File: config.mk
export PLATFORM = sky130hd
export DESIGN_NAME = alu_arbiter_flat
export DESIGN_NICKNAME = d
export VERILOG_FILES = /design/src/rtl/alu_arbiter_if.sv /design/src/rtl/alu_arbiter.sv /design/src/flat_wrapper.sv
export SDC_FILE = /design/constraint.sdc
export NUM_CORES = 1
export LEC_CHECK = 0
export ABC_AREA = 0
export BUFFER_PORTS_ARGS = -buffer_cell sky130_fd_sc_hd__buf_4
export CORE_ASPECT_RATIO = 0.8
export CORE_MARGIN = 4
export CORE_UTILIZATION = 31
export DETAILED_ROUTE_END_ITERATION = 10
export GPL_ROUTABILITY_DRIVEN = 1
export PLACE_DENSITY = 0.71
export SYNTH_ARGS = -nofsm -noshare
export SYNTH_HDL_FRONTEND = slang
export SYNTH_SLANG_ARGS = --single-unit
export TNS_END_PERCENT = 20
File: constraint.sdc
create_clock -name clk -period 2.3 [get_ports clk]
set_input_delay 0.46 -clock clk [delete_from_list [all_inputs] [get_ports clk]]
set_output_delay 0.46 -clock clk [all_outputs]
set_load 0.02 [all_outputs]
File: src/rtl/alu_arbiter_if.sv
// Requester, ALU and response signals for alu_arbiter, with arbiter-side (slave)
// and environment-side (master) modports.
interface alu_arbiter_if #(
  parameter int DATA_W = 32,
  parameter int CNT_W  = 16
);
  logic              req0_valid;
  logic              req0_ready;
  logic [DATA_W-1:0] req0_a;
  logic [DATA_W-1:0] req0_b;
  logic [3:0]        req0_op;

  logic              req1_valid;
  logic              req1_ready;
  logic [DATA_W-1:0] req1_a;
  logic [DATA_W-1:0] req1_b;
  logic [3:0]        req1_op;

  logic [DATA_W-1:0] alu_a;
  logic [DATA_W-1:0] alu_b;
  logic [3:0]        alu_op;
  logic [DATA_W-1:0] alu_result;
  logic              alu_zero;

  logic              rsp_valid;
  logic              rsp_ready;
  logic [DATA_W-1:0] rsp_result;
  logic              rsp_zero;
  logic              rsp_id;
  logic [CNT_W-1:0]  ops_done;

  modport slave (
    input  req0_valid, req0_a, req0_b, req0_op,
    input  req1_valid, req1_a, req1_b, req1_op,
    input  alu_result, alu_zero, rsp_ready,
    output req0_ready, req1_ready,
    output alu_a, alu_b, alu_op,
    output rsp_valid, rsp_result, rsp_zero, rsp_id, ops_done
  );

  modport master (
    output req0_valid, req0_a, req0_b, req0_op,
    output req1_valid, req1_a, req1_b, req1_op,
    output alu_result, alu_zero, rsp_ready,
    input  req0_ready, req1_ready,
    input  alu_a, alu_b, alu_op,
    input  rsp_valid, rsp_result, rsp_zero, rsp_id, ops_done
  );
endinterface

File: src/rtl/alu_arbiter.sv
// Two-requester front end for a shared combinational 32-bit ALU: IDLE/EXEC/RESP.
// Define ALU_ARB_RR_EN for round-robin arbitration; otherwise requester 0 has fixed priority.
module alu_arbiter #(
  parameter int DATA_W = 32,
  parameter int CNT_W  = 16
) (
  input  logic          clk,
  input  logic          reset,
  alu_arbiter_if.slave  bus
);
  typedef enum logic [1:0] {IDLE, EXEC, RESP} state_t;

  state_t            state_reg, state_next;
  logic [DATA_W-1:0] a_reg, b_reg;
  logic [3:0]        op_reg;
  logic              id_reg;
  logic [DATA_W-1:0] rsp_result_reg;
  logic              rsp_zero_reg;
  logic [CNT_W-1:0]  ops_done_reg;

  logic any_valid;
  logic grant;
  logic accept;
  logic rsp_fire;

  assign any_valid = bus.req0_valid | bus.req1_valid;

`ifdef ALU_ARB_RR_EN
  logic last_grant_reg;

  // A lone requester wins outright; a tie goes to whoever did not win last.
  always_comb begin
    grant = bus.req1_valid;
    if (bus.req0_valid && bus.req1_valid) begin
      grant = ~last_grant_reg;
    end
  end

  always_ff @(posedge clk) begin
    if (reset) begin
      last_grant_reg <= 1'b1;
    end else if (accept) begin
      last_grant_reg <= grant;
    end
  end
`else
  assign grant = ~bus.req0_valid;
`endif

  always_comb begin
    state_next = state_reg;
    accept     = 1'b0;
    rsp_fire   = 1'b0;
    case (state_reg)
      IDLE: begin
        if (any_valid && !reset) begin
          accept     = 1'b1;
          state_next = EXEC;
        end
      end
      EXEC: begin
        state_next = RESP;
      end
      RESP: begin
        if (bus.rsp_ready) begin
          rsp_fire   = 1'b1;
          state_next = IDLE;
        end
      end
      default: begin
        state_next = IDLE;
      end
    endcase
  end

  always_ff @(posedge clk) begin
    if (reset) begin
      state_reg      <= IDLE;
      a_reg          <= '0;
      b_reg          <= '0;
      op_reg         <= '0;
      id_reg         <= 1'b0;
      rsp_result_reg <= '0;
      rsp_zero_reg   <= 1'b0;
      ops_done_reg   <= '0;
    end else begin
      state_reg <= state_next;
      if (accept) begin
        a_reg  <= grant ? bus.req1_a  : bus.req0_a;
        b_reg  <= grant ? bus.req1_b  : bus.req0_b;
        op_reg <= grant ? bus.req1_op : bus.req0_op;
        id_reg <= grant;
      end
      // The ALU is combinational, so its output is settled by the end of EXEC.
      if (state_reg == EXEC) begin
        rsp_result_reg <= bus.alu_result;
        rsp_zero_reg   <= bus.alu_zero;
      end
      if (rsp_fire) begin
        ops_done_reg <= ops_done_reg + 1'b1;
      end
    end
  end

  assign bus.req0_ready = accept & ~grant;
  assign bus.req1_ready = accept & grant;

  assign bus.alu_a  = a_reg;
  assign bus.alu_b  = b_reg;
  assign bus.alu_op = op_reg;

  assign bus.rsp_valid  = (state_reg == RESP);
  assign bus.rsp_result = rsp_result_reg;
  assign bus.rsp_zero   = rsp_zero_reg;
  assign bus.rsp_id     = id_reg;
  assign bus.ops_done   = ops_done_reg;
endmodule

File: src/flat_wrapper.sv
// flat-port wrapper written by rule: the top's interface ports become plain ports
module alu_arbiter_flat 
#(
  parameter int DATA_W = 32,
  parameter int CNT_W  = 16
)
  (clk, reset, bus_req0_valid, bus_req0_a, bus_req0_b, bus_req0_op, bus_req1_valid, bus_req1_a, bus_req1_b, bus_req1_op, bus_alu_result, bus_alu_zero, bus_rsp_ready, bus_req0_ready, bus_req1_ready, bus_alu_a, bus_alu_b, bus_alu_op, bus_rsp_valid, bus_rsp_result, bus_rsp_zero, bus_rsp_id, bus_ops_done);
  alu_arbiter_if #(.DATA_W(DATA_W), .CNT_W(CNT_W)) bus_i ();
  input  logic clk;
  input  logic reset;
  input wire logic [$bits(bus_i.req0_valid)-1:0] bus_req0_valid;
  input wire logic [$bits(bus_i.req0_a)-1:0] bus_req0_a;
  input wire logic [$bits(bus_i.req0_b)-1:0] bus_req0_b;
  input wire logic [$bits(bus_i.req0_op)-1:0] bus_req0_op;
  input wire logic [$bits(bus_i.req1_valid)-1:0] bus_req1_valid;
  input wire logic [$bits(bus_i.req1_a)-1:0] bus_req1_a;
  input wire logic [$bits(bus_i.req1_b)-1:0] bus_req1_b;
  input wire logic [$bits(bus_i.req1_op)-1:0] bus_req1_op;
  input wire logic [$bits(bus_i.alu_result)-1:0] bus_alu_result;
  input wire logic [$bits(bus_i.alu_zero)-1:0] bus_alu_zero;
  input wire logic [$bits(bus_i.rsp_ready)-1:0] bus_rsp_ready;
  output wire logic [$bits(bus_i.req0_ready)-1:0] bus_req0_ready;
  output wire logic [$bits(bus_i.req1_ready)-1:0] bus_req1_ready;
  output wire logic [$bits(bus_i.alu_a)-1:0] bus_alu_a;
  output wire logic [$bits(bus_i.alu_b)-1:0] bus_alu_b;
  output wire logic [$bits(bus_i.alu_op)-1:0] bus_alu_op;
  output wire logic [$bits(bus_i.rsp_valid)-1:0] bus_rsp_valid;
  output wire logic [$bits(bus_i.rsp_result)-1:0] bus_rsp_result;
  output wire logic [$bits(bus_i.rsp_zero)-1:0] bus_rsp_zero;
  output wire logic [$bits(bus_i.rsp_id)-1:0] bus_rsp_id;
  output wire logic [$bits(bus_i.ops_done)-1:0] bus_ops_done;
  assign bus_i.req0_valid = bus_req0_valid;
  assign bus_i.req0_a = bus_req0_a;
  assign bus_i.req0_b = bus_req0_b;
  assign bus_i.req0_op = bus_req0_op;
  assign bus_i.req1_valid = bus_req1_valid;
  assign bus_i.req1_a = bus_req1_a;
  assign bus_i.req1_b = bus_req1_b;
  assign bus_i.req1_op = bus_req1_op;
  assign bus_i.alu_result = bus_alu_result;
  assign bus_i.alu_zero = bus_alu_zero;
  assign bus_i.rsp_ready = bus_rsp_ready;
  assign bus_req0_ready = bus_i.req0_ready;
  assign bus_req1_ready = bus_i.req1_ready;
  assign bus_alu_a = bus_i.alu_a;
  assign bus_alu_b = bus_i.alu_b;
  assign bus_alu_op = bus_i.alu_op;
  assign bus_rsp_valid = bus_i.rsp_valid;
  assign bus_rsp_result = bus_i.rsp_result;
  assign bus_rsp_zero = bus_i.rsp_zero;
  assign bus_rsp_id = bus_i.rsp_id;
  assign bus_ops_done = bus_i.ops_done;
  alu_arbiter #(.DATA_W(DATA_W), .CNT_W(CNT_W)) u_core (.clk(clk), .reset(reset), .bus(bus_i));
endmodule
; ---- Word-level counts from Yosys, hierarchy flattened
; Index checks and enable logic that the tools add are counted.
[op_classes]
addsub = 1
n_eq_ne = 4
n_mux = 10
bitwise_logic = 4
reduce_logical = 4
[ops]
columns = op, n
row1 = two-way mux 32 bit, 2
row2 = "adder 16 x 1 -> 16 bit, second input constant", 1
row3 = case mux 2 bit (3 select lines), 1
row4 = two-way mux 1 bit, 4
row5 = two-way mux 2 bit, 2
row6 = two-way mux 4 bit, 1
row7 = AND 1 bit, 2
row8 = "equality test 2 x 1 -> 1 bit, second input constant", 1
row9 = "equality test 2 bit, second input constant", 1
row10 = zero test 2 bit, 1
row11 = "!= test 2 x 1 -> 1 bit, second input constant", 1
row12 = "!= test 2 bit, second input constant", 1
row13 = AND reduction 2 bit, 1
row14 = logical AND 1 bit, 1
row15 = zero test 1 bit, 1
row16 = inverter 1 bit, 1
row17 = OR 1 bit, 1
[word_totals]
regBits = 120
inputBits = 174
output_inout_bits = 121
wordCells = 31

; ---- Longest topological paths before layout
; Gate-level depths: netlist (run 1).
[logic_depth]
ltp_word = 5
depth_mapped = 7
mapped_depth_nobuf = 5

; ---- Least setup slack after synthesis (run 1)
; Ideal clock, no wire load.
[synth_timing]
path_kind = input to output
startpoint = input bus_req0_valid
endpoint = output bus_req1_ready
arrival_time_ps = 1847
slack_ps = -7
path_stages = 6
path_cell_list = buf_2 -> nor2_1 -> nor4_2 -> clkbuf_1 -> clkbuf_1 -> nor2b_1
[synth_between]
elab_chain_len = 5
elab_cells_between_ends = 6
[synth_rtl]
columns = item, line_no
row1 = "start, declared", flat_wrapper.sv:11  ; input wire logic [$bits(bus_i.req0_valid)-1:0] bus_req0_valid;
row2 = OR 1 bit, alu_arbiter.sv:26  ; assign any_valid = bus.req0_valid | bus.req1_valid;
row3 = logical AND 1 bit, alu_arbiter.sv:56  ; if (any_valid && !reset) begin
row4 = two-way mux 1 bit, alu_arbiter.sv:56
row5 = two-way mux 1 bit, alu_arbiter.sv:54  ; case (state_reg)
row6 = AND 1 bit (*), alu_arbiter.sv:106  ; assign bus.req1_ready = accept & grant;
row7 = "end, declared", flat_wrapper.sv:23  ; output wire logic [$bits(bus_i.req1_ready)-1:0] bus_req1_ready;
; Mark *: on every way between the ends. The rest lies on a longest branch, timed or not.

; ---- Worst setup path after layout (run 1)
[layout_timing]
startpoint = register u_core.state_reg[1]
endpoint = output bus_req1_ready
[layout_between]
elab_chain_len = 3
[layout_rtl]
columns = item, line_no
row1 = "start, declared", alu_arbiter.sv:13  ; state_t state_reg, state_next;
row2 = "start signal, assigned", alu_arbiter.sv:87  ; state_reg <= state_next;
row3 = zero test 2 bit, alu_arbiter.sv:54
row4 = two-way mux 1 bit, alu_arbiter.sv:54
row5 = AND 1 bit, alu_arbiter.sv:106
; Every way passes these cells.

==> impl_metrics.tcl, run 1 <==
set metrics [dict create \
    outcome "finished, final reports clean" \
    synth_area_per_cell_um2 8.999 \
    fin_util_pct 51.66 \
    fp-row-count 40 \
    holdPathStages 3 \
    die_area_um2 17940 \
    worstPathRequired_ps 1840 \
    pre_cts_ws_ps 357.0 \
    wl_per_cell_um 14.70 \
    yosys_warnings 0 \
    ys.flop_type "dfxtp_1" \
    end_kind "primary output" \
    slew_violations 0 \
    whs_endpoint "u_core.bus.rsp_result[24]$_SDFFE_PP0N_" \
    postCtsResizedCells 0 \
    ant_nets 0 \
    fin_nets 998 \
    r2r-end "u_core.bus.ops_done[15]$_SDFFE_PP0P_" \
    min_period_over_period_pct 93.39 \
    relSlewSlack_pct 57.74 \
    grt_usage_pct 16.77 \
    drv_cap 0 \
    htreeDepth 4 \
    crit_arrival_ps 1690 \
    hold_slack_ps 302.5 \
    gr-total-overflow 0 \
    cts.sinks 120 \
    synth_area_um2 4913 \
    grt_pass1_vias 4626 \
    layout_setup_ws_ps 152.0 \
    port_buffers 294 \
    drive_above_1_share_pct 40.79 \
    ff2ff_path_depth 4 \
    firstDrtPassIters 4 \
    start_util_pct 32.19 \
    synth_seq_cells 120 \
    tightestPinTransition_ps 633.9 \
    hold_buffers 0 \
    synth_edf_count 0 \
    hpwl_um 11460 \
    worst_path_largest_cell_delay_ps 370 \
    min_period_ps 2148 \
    worstSetupPathType "reg -> out" \
    slowest_stage "dfxtp_1" \
    regToRegSetupSlack_ps 350 \
    clkTransAtPathRegs_ps 50 \
    drt-total-wl_um 15390 \
    place.gp.congestion 0.7693 \
    syn-num-nets 721 \
    crit_path_max_fanout 12 \
    hold_violations 0 \
    grt_max_degree 98 \
    vias 4752 \
    r2r_start "u_core.bus.ops_done[4]$_SDFFE_PP0P_" \
    cellLeakagePower_nw 3.601 \
    clock_path_buffers 2 \
    rsz0062_at_grt "no" \
    via_per_inst 4.539 \
    hold_path.class "in -> reg" \
    synth_cells 546 \
    antenna_found_initial 1 \
    core_um2 15260 \
    powerDensity_nw_per_um2 755.9 \
    cts_tree "yes" \
    ir_drop_mv 0.4777 \
    tns_ps 0 \
    die_h_um 120.6 \
    synth_cell_type_count 34 \
    grt_first_pass_wirelength_um 23920 \
    crit_path_frequent_cell "buf_4" \
    max_freq_mhz 465.6 \
    clock_skew_ps 5.234 \
    synthArstFlopShare_pct 0 \
    cts_setup_buffers 0 \
    clk_latency_ps 400 \
    start_kind "flip-flop" \
    die_x_um 148.8 \
    min-delay-start "bus_alu_result[24]" \
    drcViolationCount 0 \
    ys_seq_area_share_pct 48.89 \
    path_cells "nor4_4 > buf_4 > nor2b_2 > buf_4" \
    drt_iter0_markers 218 \
    pin_count 295 \
    finalSetupViolCount 0 \
    cts_root_buf "clkbuf_16" \
    cts_buffers 17 \
    areaGrowthSynthToFinish_pct 60.50 \
    finalPower_mw 5.961 \
]
==> cells in the mapped netlist (5+ instances only) <==
library cell / number / area share [%]
dfxtp_1: 120 / 49
a21oi_1: 39 / 4.0
nor2b_1: 5 / 0.64
xor2_1: 5 / 0.89
mux2i_1: 68 / 14
clkbuf_1: 36 / 2.8
nor2_1: 81 / 6.2
nand2_1: 75 / 5.7
a211oi_1: 68 / 10
buf_1: 5 / 0.38
==> per-stage QoR <==
stage,cell area [um^2],instances
after floorplan,4916,546
after global placement,7331,1014
after detailed placement,7331,1014
after CTS,7884,1046
after global routing,7886,1047
final,7886,1047
==> worst max-delay path: cells and delay by family (launching register included) <==
| family | cells | cell delay [ps] |
|---|---|---|
| and+or+nand+nor | 2 | 520 |
| DFF | 1 | 370 |
| buffers and inverters | 2 | 390 |
==> final cells by class <==
| type | instances | area (um^2) |
|---|---|---|
| antenna | 1 | 2.502 |
| sequential | 120 | 2402 |
| clock buffer | 24 | 481.7 |
| inverter | 1 | 3.754 |
| fill | 1458 | 7378 |
| clock inverter | 8 | 71.32 |
| tap | 210 | 262.8 |
| timing repair buffer | 304 | 2320 |
| multi-input combinational | 379 | 2342 |
==> placed cells by master, fill, tap and decap left out, types with 2 or more instances in the layout <==
cell / instances
nand3_1: 4
xor2_1: 5
xnor2_1: 4
nand4_1: 2
nor2b_1: 3
o31ai_1: 2
mux2_2: 2
buf_12: 3
or4_1: 2
a211oi_1: 68
buf_4: 301
nand2b_1: 2
a21oi_1: 39
or3_1: 2
o21ai_0: 2
clkbuf_1: 4
nand2_1: 75
clkbuf_8: 3
clkinv_2: 5
clkbuf_16: 17
nor2b_2: 2
nor2_1: 81
nor4_1: 2
mux2i_1: 68
nor3_1: 4
dfxtp_1: 120
==> kinds of logic (layout without fill, tap and decap cells) <==
kind of cell	count (synthesis)	after routing	share of synthesized area (%)
AND/OR/NAND/NOR	188	188	16.35
multiplexers	70	70	14.31
other	0	1	0
XOR/XNOR	9	9	1.604
adder cells (fa/ha/maj)	1	1	0.2546
buffers and inverters	47	337	3.718
flip-flops	120	120	48.89
AO/OA/AOI/OAI	111	111	14.87
==> layer usage <==
metal / global-route usage (%) / share of wire, % / up-vias
met3: 6.931 / 9.5 / 14
met1: 20.85 / 43 / 2081
met4: 5.089 / 1.1 / 0
li1: - / - / 2479
met5: 0 / 0 / -
met2: 26.63 / 46 / 178
==> worst max path at each step <==
stage	endpoint	slack, ps	startpoint
4_1_cts	bus_req1_ready	110	u_core.state_reg[1]$_SDFFE_PP0P_
2_1_floorplan	bus_req1_ready	70	bus_req0_valid
5_1_grt	bus_req1_ready	4	u_core.state_reg[1]$_SDFFE_PP0P_
3_5_place_dp	bus_req1_ready	360	reset
6_report	bus_req1_ready	150	u_core.state_reg[1]$_SDFFE_PP0P_
3_3_place_gp	bus_req1_ready	370	reset
==> report_power, final <==
| part | internal (mW) | switching, mW |
|---|---|---|
| Clock | 1.56 | 0.888 |
| Sequential | 2.24 | 0.0884 |
| Combinational | 0.570 | 0.610 |
| Total | 4.37 | 1.59 |
No activity file was read; power rests on OpenSTA's default activity.
==> run 2: changes to the inputs <==
--- a/config.mk
+++ b/config.mk
@@ -10,9 +10,11 @@
 export CORE_ASPECT_RATIO = 0.8
 export CORE_MARGIN = 4
 export CORE_UTILIZATION = 31
+export CTS_BUF_LIST = sky130_fd_sc_hd__clkbuf_8 sky130_fd_sc_hd__clkbuf_16
 export DETAILED_ROUTE_END_ITERATION = 10
 export GPL_ROUTABILITY_DRIVEN = 1
 export PLACE_DENSITY = 0.71
+export RECOVER_POWER = 50
 export SYNTH_ARGS = -nofsm -noshare
 export SYNTH_HDL_FRONTEND = slang
 export SYNTH_SLANG_ARGS = --single-unit
==> run 2 against run 1 <==
Die area did not move. Clock skew barely moved. First-iteration DRC count fell by 8.3%. Clock-buffer cell count fell by 4. Sequential power barely moved. Power fell by 2.3%. Critical path type unchanged.
==> impl_metrics.tcl, run 2 (synthesized netlist as in run 1, its figures left out) <==
set metrics [dict create \
    die_area_um2 17940 \
    cts_tree "yes" \
    stdcell_count 1047 \
    fp-row-count 40 \
    hpwl_um 11460 \
    dpl_cell_area_um2 7331 \
    cellLeakagePower_nw 3.240 \
    die_h_um 120.6 \
    port_buffers 294 \
    dp.cells 1014 \
    drt_iter0_markers 200 \
    clkTransAtPathRegs_ps 50 \
    final_cell_area_um2 7538 \
    cts_root_buf "clkbuf_16" \
    gr-total-overflow 0 \
    path_cells "nor4_4 > buf_4 > nor2b_2 > buf_4" \
    pin_count 295 \
    clock_path_buffers 2 \
    vias 4728 \
    fin_nets 998 \
    multi_input_area_um2 2342 \
    die_x_um 148.8 \
    rsz0062_at_grt "no" \
    path_buf_inv 2 \
    cts.sinks 120 \
    firstDrtPassIters 4 \
    crit_path_max_fanout 12 \
    start_kind "flip-flop" \
    tightestPinTransition_ps 713.3 \
    worst_path_largest_cell_delay_ps 370 \
    worstPathRequired_ps 1840 \
    clock_skew_ps 4.888 \
    drive_above_1_share_pct 29.78 \
    finalSetupViolCount 0 \
    crit_arrival_ps 1690 \
    ir_drop_mv 0.4794 \
    place.gp.congestion 0.7693 \
    cts_buffers 17 \
    powerDensity_nw_per_um2 772.6 \
    postCtsResizedCells 0 \
    clk_latency_ps 400 \
    grt_max_degree 98 \
    relSlewSlack_pct 52.44 \
    antenna_found_initial 1 \
    tns_ps 0 \
    drcViolationCount 0 \
    core_um2 15260 \
    areaGrowthSynthToFinish_pct 53.43 \
    drv_cap 0 \
    grt_usage_pct 16.77 \
    cts_setup_buffers 0 \
    mostFrequentLayoutCell "buf_4" \
    nFillCells 1545 \
    min_period_ps 2151 \
    end_kind "primary output" \
    htreeDepth 4 \
    max_freq_mhz 464.9 \
    slowest_stage "dfxtp_1" \
    ant_nets 0 \
    min_period_over_period_pct 93.53 \
    grt_pass1_vias 4628 \
    via_per_inst 4.516 \
    drt-total-wl_um 15360 \
    seqCellArea_um2 2402 \
    slew_violations 0 \
    start_util_pct 32.19 \
    wl_per_cell_um 14.67 \
    hold_path.class "in -> reg" \
    cp_top_family "simple AND/OR/NAND/NOR gates" \
    crit_path_frequent_cell "buf_4" \
    grt_first_pass_wirelength_um 23920 \
    final_cell_mix "buf_4, dfxtp_1, clkbuf_1" \
    hold_violations 0 \
    hold_buffers 0 \
    worstSetupPathType "reg -> out" \
    outcome "finished, final reports clean" \
    hold_slack_ps 302.7 \
]
run 2: cell types whose count changed in the layout (fill, tap and decap cells not counted), sizes merged:
cell,delta
clkbuf,+89
buf,-93
inv,+4
run 2: per-stage QoR:
| stage | worst slack [ps] | total power [mW] | utilization [%] |
|---|---|---|---|
| 3_3_place_gp | 369.1 | 3.551 | 48.02 |
| 5_1_grt | 3.936 | 6.113 | 49.39 |
| 4_1_cts | 107.1 | 6.026 | 51.65 |
| 6_report | 148.9 | 5.825 | 49.39 |
| 2_1_floorplan | 67.64 | 2.964 | - |
| 3_5_place_dp | 357.0 | 3.565 | 48.02 |
run 2: final timing paths:
path | startpoint | to | slack [ps] | cells after the start
max | u_core.state_reg[1]$_SDFFE_PP0P_ | bus_req1_ready | 150 | 4
min | bus_alu_result[24] | u_core.bus.rsp_result[24]$_SDFFE_PP0N_ | 300 | 3
max reg2reg | u_core.bus.ops_done[4]$_SDFFE_PP0P_ | u_core.bus.ops_done[15]$_SDFFE_PP0P_ | 360 | 4
min reg2reg | u_core.bus.rsp_result[5]$_SDFFE_PP0N_ | u_core.bus.rsp_result[5]$_SDFFE_PP0N_ | 450 | 2
run 2: cell type report:
cell class | instances | share of cell area [%]
Timing Repair Buffer | 304 | 26.16
Clock buffer | 20 | 6.191
Antenna cell | 1 | 0.03320
Multi-Input combinational cell | 379 | 31.07
Inverter | 1 | 0.04979
Clock inverter | 12 | 1.145
Tap cell | 210 | 3.485
Sequential cell | 120 | 31.87
run 2: metal layers:
metal / global-route usage, % / part of all wire (%) / up-vias
met5: 0 / 0 / -
met2: 26.63 / 46 / 192
met3: 6.931 / 10 / 13
met4: 5.089 / 1.1 / 0
met1: 20.85 / 43 / 2048
li1: - / - / 2475
run 2: where the power goes:
group	total, mW	switching (mW)	internal (mW)
clock	2.43	0.886	1.54
combinational	1.07	0.611	0.456
sequential	2.33	0.0851	2.24
total	5.82	1.58	4.24
run 2: worst min-delay path, cell delays in order:
cell and delay (ps):
buf_4 110, nand2_1 40, a21oi_1 50
